**src/rtl/fire_seq_pkg.sv**
```systemverilog
// Shared types and default parameters for the fire layer sequencer.
// Holds the FSM state enum and default-parameter localparams.
package fire_seq_pkg;

    localparam int DEF_N_LAYERS = 3;
    localparam int DEF_CNT_W = 16;
    localparam int DEF_TIMEOUT_CYCLES = 65535;

    typedef enum logic [2:0] {
        ST_IDLE,
        ST_RUN,
        ST_ACK,
        ST_DONE,
        ST_ERR
    } seq_state_t;

endpackage

```
**src/rtl/seq_watchdog.sv**
```systemverilog
// Progress watchdog: counts enabled cycles since the last clear.
// Ports: clk, rst (async active-low), clear, enable in; expired out.
module seq_watchdog #(
    parameter int TIMEOUT_CYCLES = 65535
) (
    input  logic clk,
    input  logic rst,
    input  logic clear,
    input  logic enable,
    output logic expired
);

    localparam int W = $clog2(TIMEOUT_CYCLES + 1);

    logic [W-1:0] cnt;

    // cnt holds the number of earlier enabled cycles, so the
    // TIMEOUT_CYCLES-th enabled cycle without progress expires.
    assign expired = enable && !clear &&
                     (cnt >= W'(TIMEOUT_CYCLES - 1));

    always_ff @(posedge clk or negedge rst) begin
        if (!rst) begin
            cnt <= '0;
        end else if (clear) begin
            cnt <= '0;
        end else if (enable && !expired) begin
            cnt <= cnt + 1'b1;
        end
    end

endmodule

```
**src/rtl/fire_layer_sequencer.sv**
```systemverilog
// Sequences layer blocks 0..N_LAYERS-1: enable, count samples, acknowledge.
// Ports: clk, rst (async active-low), start, layer_finish, layer_sample in;
//        layer_en, ram_feedback, cur_layer, sample_count, busy, done, error out.
// Optional watchdog: define SEQ_TIMEOUT_EN to enable the RUN-state timeout.
module fire_layer_sequencer
    import fire_seq_pkg::*;
#(
    parameter int N_LAYERS = DEF_N_LAYERS,
    parameter int CNT_W = DEF_CNT_W,
    parameter int TIMEOUT_CYCLES = DEF_TIMEOUT_CYCLES,
    localparam int LW = (N_LAYERS > 1) ? $clog2(N_LAYERS) : 1
) (
    input  logic                clk,
    input  logic                rst,
    input  logic                start,
    input  logic [N_LAYERS-1:0] layer_finish,
    input  logic [N_LAYERS-1:0] layer_sample,
    output logic [N_LAYERS-1:0] layer_en,
    output logic [N_LAYERS-1:0] ram_feedback,
    output logic [LW-1:0]       cur_layer,
    output logic [CNT_W-1:0]    sample_count,
    output logic                busy,
    output logic                done,
    output logic                error
);

    if (TIMEOUT_CYCLES < 1) begin : g_tmo_chk
        $error("TIMEOUT_CYCLES must be at least 1");
    end

    seq_state_t state, state_n;
    logic [LW-1:0] cur_n;
    logic [CNT_W-1:0] cnt_n;
    logic [N_LAYERS-1:0] sel;
    logic last_layer;
    logic cur_sample;
    logic cur_finish;
    logic wd_expired;

    assign sel = N_LAYERS'(1) << cur_layer;
    assign last_layer = (cur_layer == LW'(N_LAYERS - 1));
    assign cur_sample = layer_sample[cur_layer];
    assign cur_finish = layer_finish[cur_layer];

`ifdef SEQ_TIMEOUT_EN
    // Cleared outside RUN so every RUN entry starts from zero.
    seq_watchdog #(
        .TIMEOUT_CYCLES(TIMEOUT_CYCLES)
    ) u_wd (
        .clk    (clk),
        .rst    (rst),
        .clear  ((state != ST_RUN) || cur_sample),
        .enable (state == ST_RUN),
        .expired(wd_expired)
    );
`else
    assign wd_expired = 1'b0;
`endif

    always_ff @(posedge clk or negedge rst) begin
        if (!rst) begin
            state <= ST_IDLE;
            cur_layer <= '0;
            sample_count <= '0;
        end else begin
            state <= state_n;
            cur_layer <= cur_n;
            sample_count <= cnt_n;
        end
    end

    always_comb begin
        state_n = state;
        cur_n = cur_layer;
        cnt_n = sample_count;
        unique case (state)
            ST_IDLE: begin
                if (start) begin
                    state_n = ST_RUN;
                    cur_n = '0;
                    cnt_n = '0;
                end
            end
            ST_RUN: begin
                if (cur_sample && (sample_count != '1)) begin
                    cnt_n = sample_count + 1'b1;
                end
                // A finish in the same cycle as expiry still counts as progress.
                if (cur_finish) begin
                    state_n = ST_ACK;
                end else if (wd_expired) begin
                    state_n = ST_ERR;
                end
            end
            ST_ACK: begin
                if (last_layer) begin
                    state_n = ST_DONE;
                end else begin
                    state_n = ST_RUN;
                    cur_n = cur_layer + 1'b1;
                    cnt_n = '0;
                end
            end
            ST_DONE: state_n = ST_IDLE;
            ST_ERR: state_n = ST_ERR;
            default: state_n = ST_IDLE;
        endcase
    end

    // Outputs decode from registered state so reset clears them at once.
    assign layer_en = (state == ST_RUN) ? sel : '0;
    assign ram_feedback = (state == ST_ACK) ? sel : '0;
    assign busy = (state == ST_RUN) || (state == ST_ACK);
    assign done = (state == ST_DONE);
    assign error = (state == ST_ERR);

endmodule
```
**config.mk**
```make
export PLATFORM = sky130hd
export DESIGN_NAME = fire_layer_sequencer
export DESIGN_NICKNAME = d
export VERILOG_FILES = /design/src/rtl/fire_seq_pkg.sv /design/src/rtl/seq_watchdog.sv /design/src/rtl/fire_layer_sequencer.sv
export SDC_FILE = /design/constraint.sdc
export NUM_CORES = 1
export LEC_CHECK = 0
export CORE_AREA = 2 2 57 59
export DETAILED_ROUTE_END_ITERATION = 12
export DIE_AREA = 0 0 59 61
export GPL_ROUTABILITY_DRIVEN = 0
export PLACE_DENSITY = 0.84
export REMOVE_ABC_BUFFERS = 1
export SYNTH_ARGS = -nofsm -noshare
export SYNTH_HDL_FRONTEND = slang
export SYNTH_SLANG_ARGS = --single-unit
```
**constraint.sdc**
```tcl
create_clock -name clk -period 2.7 [get_ports clk]
set_clock_uncertainty 0.2 [all_clocks]
set_input_delay 0.405 -clock clk [delete_from_list [all_inputs] [get_ports clk]]
set_output_delay 0.405 -clock clk [all_outputs]
set_load 0.03 [all_outputs]
```
==> flow_summary.yaml <==
global_routing:
  grtUsageMet3_pct: 3.41
  grt_max_degree: 22
  first_pass_grt_wire_length_mm: 6.16
  grt_pass1_vias: 1391
  met2_usage_pct: 38.4
  grt_overflow: 0
  grtUsageMet1_pct: 28.3
  initial_antenna_violation_count: 0
  grt_most_used_layer: "met2"
  groute.usage.overall_pct: 21.9
timing:
  hold_viol_final: 0
  slew_headroom_pct: 63.5
  fin_crit_sh_pct: 94.7
  final_slew_viol_count: 0
  setup_viol_count_final: 0
  worst-slew-pin-transition_ns: 0.548
  max_freq_mhz: 391
  setup_total_negative_slack_ns: 0
  unrepaired_setup_endpoints_after_global_routing: "false"
  period_minus_slack_ns: 2.56
final_layout:
  most-common-layout-cells: "sky130_fd_sc_hd__clkdlybuf4s50_1 (31), sky130_fd_sc_hd__dfrtp_1 (21), sky130_fd_sc_hd__nand2_1 (15), sky130_fd_sc_hd__a31oi_1 (13)"
  final_net_count: 211
  layout_cells_sized_above_1_pct: 8.63
  layout_commonest_cell: "sky130_fd_sc_hd__clkdlybuf4s50_1"
  n_antenna_cell: 0
  areaGrowthSynthToFinish_pct: 27.7
worst_setup_path:
  worst-path-max-fanout: 9
  cp-start-kind: "flip-flop"
  end_kind: "output port"
  criticalPathCategory: "reg -> out"
  worst-endpoint-required_ns: 2.10
  worst-endpoint-arrival_ns: 1.95
die:
  die-height_um: 61
  io-pin-count: 36
  core-area_um2: 2950
  row_count: 20
  start_util_pct: 48.1
  design.die.area_um2: 3600
  die_width_um: 59
logic_synthesis:
  synth-seq-cells: 21
  synth.top_cell.area_share_pct: 37.0
  syn_inst: 165
  synthDistinctLibCells: 42
  fraction_of_registers_with_async_set_reset_pct: 100
  synth.cell_area_um2: 1420
  ys_warn_count: 0
  netlist_top_cells_area: "sky130_fd_sc_hd__dfrtp_1 (37%), sky130_fd_sc_hd__a31oi_1 (5.7%), sky130_fd_sc_hd__and3_1 (4.4%)"
  post_synth_edffs: 0
  syn-mean-instance-area_um2: 8.60
  synth-main-ff-cell: "sky130_fd_sc_hd__dfrtp_1"
  yosys.area.top_type: "sky130_fd_sc_hd__dfrtp_1"
  seq_area_frac_synth_pct: 37.0
power:
  vdd.ir_drop.worst_mv: 0.610
  total_power_mw: 1.37
  power_density_nw_per_um2: 757
  leakage_nw: 0.774
routing:
  wirelength_mm: 3.65
  wl_per_cell_um: 15.9
  drt_iter0_drc: 69
  remaining_drcs: 0
  vias: 1488
  detail_route.first_pass.iterations: 4
  drt-vias-per-instance: 6.47
  drt.antenna.violating_nets: 0
clock_network:
  cts_tree: "yes"
  worst_skew_pair.late_latency_ns: 0.31
  htree_levels: 1
  postCtsSetupBuffers: 0
  ctsRootBufferMaster: "sky130_fd_sc_hd__clkbuf_4"
  ctsHoldBuffers: 0
  clkSlewWorstSetupHoldPaths_ns: 0.13
  num_cts_buffers: 3
  clock_sink_count: 21
  postCtsResizedCells: 1
  buffer_levels_on_the_longest_clock_path: 2
outcome:
  result_of_the_run: "completed"
run:
  number_of_max_cap_violations: 0
placement:
  io_buffer_count: 35
  detailed_place_hpwl_mm: 2.63
hold_path:
  hold_path.class: "in -> async"
[final timing paths]
check | start | to | slack, ns | cells after the start
max in group asynchronous | rst | sample_count[6]$_DFFE_PN0P_ | 1.85 | 2
max | cur_layer[0]$_DFFE_PN0P_ | ram_feedback[0] | 0.14 | 4
max reg2reg | cur_layer[0]$_DFFE_PN0P_ | sample_count[2]$_DFFE_PN0P_ | 0.41 | 6
min | rst | sample_count[12]$_DFFE_PN0P_ | 0.22 | 2
min reg2reg | sample_count[0]$_DFFE_PN0P_ | sample_count[0]$_DFFE_PN0P_ | 0.36 | 1
min in group clk | sample_count[0]$_DFFE_PN0P_ | sample_count[0]$_DFFE_PN0P_ | 0.36 | 1
[synth_stat cells, types with 5 or more instances]
library cell / number
sky130_fd_sc_hd__a31oi_1: 13
sky130_fd_sc_hd__clkbuf_1: 9
sky130_fd_sc_hd__and3_1: 10
sky130_fd_sc_hd__inv_1: 5
sky130_fd_sc_hd__nor2_1: 5
sky130_fd_sc_hd__nand2_1: 15
sky130_fd_sc_hd__a21oi_1: 6
sky130_fd_sc_hd__o21ai_1: 6
sky130_fd_sc_hd__dfrtp_1: 21
sky130_fd_sc_hd__nand3_1: 10
[flip-flops by register name, indices dropped and copies added (netlist names)]
signal,flops
sample_count,16
state,3
cur_layer,2
[power breakdown]
part	leakage (nW)	switching [mW]	internal, mW
combinational	0.470	0.458	0.310
clock	0.0177	0.101	0.0553
sequential	0.286	0.0944	0.353
[worst max-delay path, stage by stage, from the launching register on]
cell	delay, ns
sky130_fd_sc_hd__dfrtp_1	0.54
sky130_fd_sc_hd__inv_1	0.12
sky130_fd_sc_hd__ha_1	0.22
sky130_fd_sc_hd__and3_1	0.16
sky130_fd_sc_hd__clkdlybuf4s50_1	0.59
[layout make-up]
cell class,count,area [µm²]
Clock buffer,3,22.5
Fill cell,260,1140
Clock inverter,1,5.00
Inverter,5,18.8
Timing Repair Buffer,39,372
Tap cell,33,41.3
Sequential cell,21,526
Multi-Input combinational cell,128,827
[per-layer routing]
metal	wire length (µm)	up-vias
met3	241	4
met1	1590	714
met2	1790	72
met5	0	-
met4	22	0
li1	-	698
[through the flow]
step / setup WS (ns) / area [µm²] / instances / hold slack, ns / util, %
2_1_floorplan: 0.462 / 1370 / 154 / -0.0906 / -
3_3_place_gp: 0.414 / 1780 / 226 / 0.338 / 60.4
3_5_place_dp: 0.361 / 1780 / 226 / 0.343 / 60.4
4_1_cts: 0.122 / 1810 / 230 / 0.219 / 61.3
5_1_grt: 0.0235 / 1810 / 230 / 0.230 / 61.4
6_report: 0.143 / 1810 / 230 / 0.217 / 61.4
[kinds of logic (layout without fill, tap and decap cells)]
group	count (synthesis)	count (layout)	share of synthesized area, %
adder cells (fa/ha/maj)	4	4	3.53
flip-flops	21	21	37.0
AND/OR/NAND/NOR	70	70	28.7
buffers and inverters	16	48	4.85
AO/OA/AOI/OAI	52	52	24.5
multiplexers	2	2	1.41
Power figures use the tool's default switching activity.
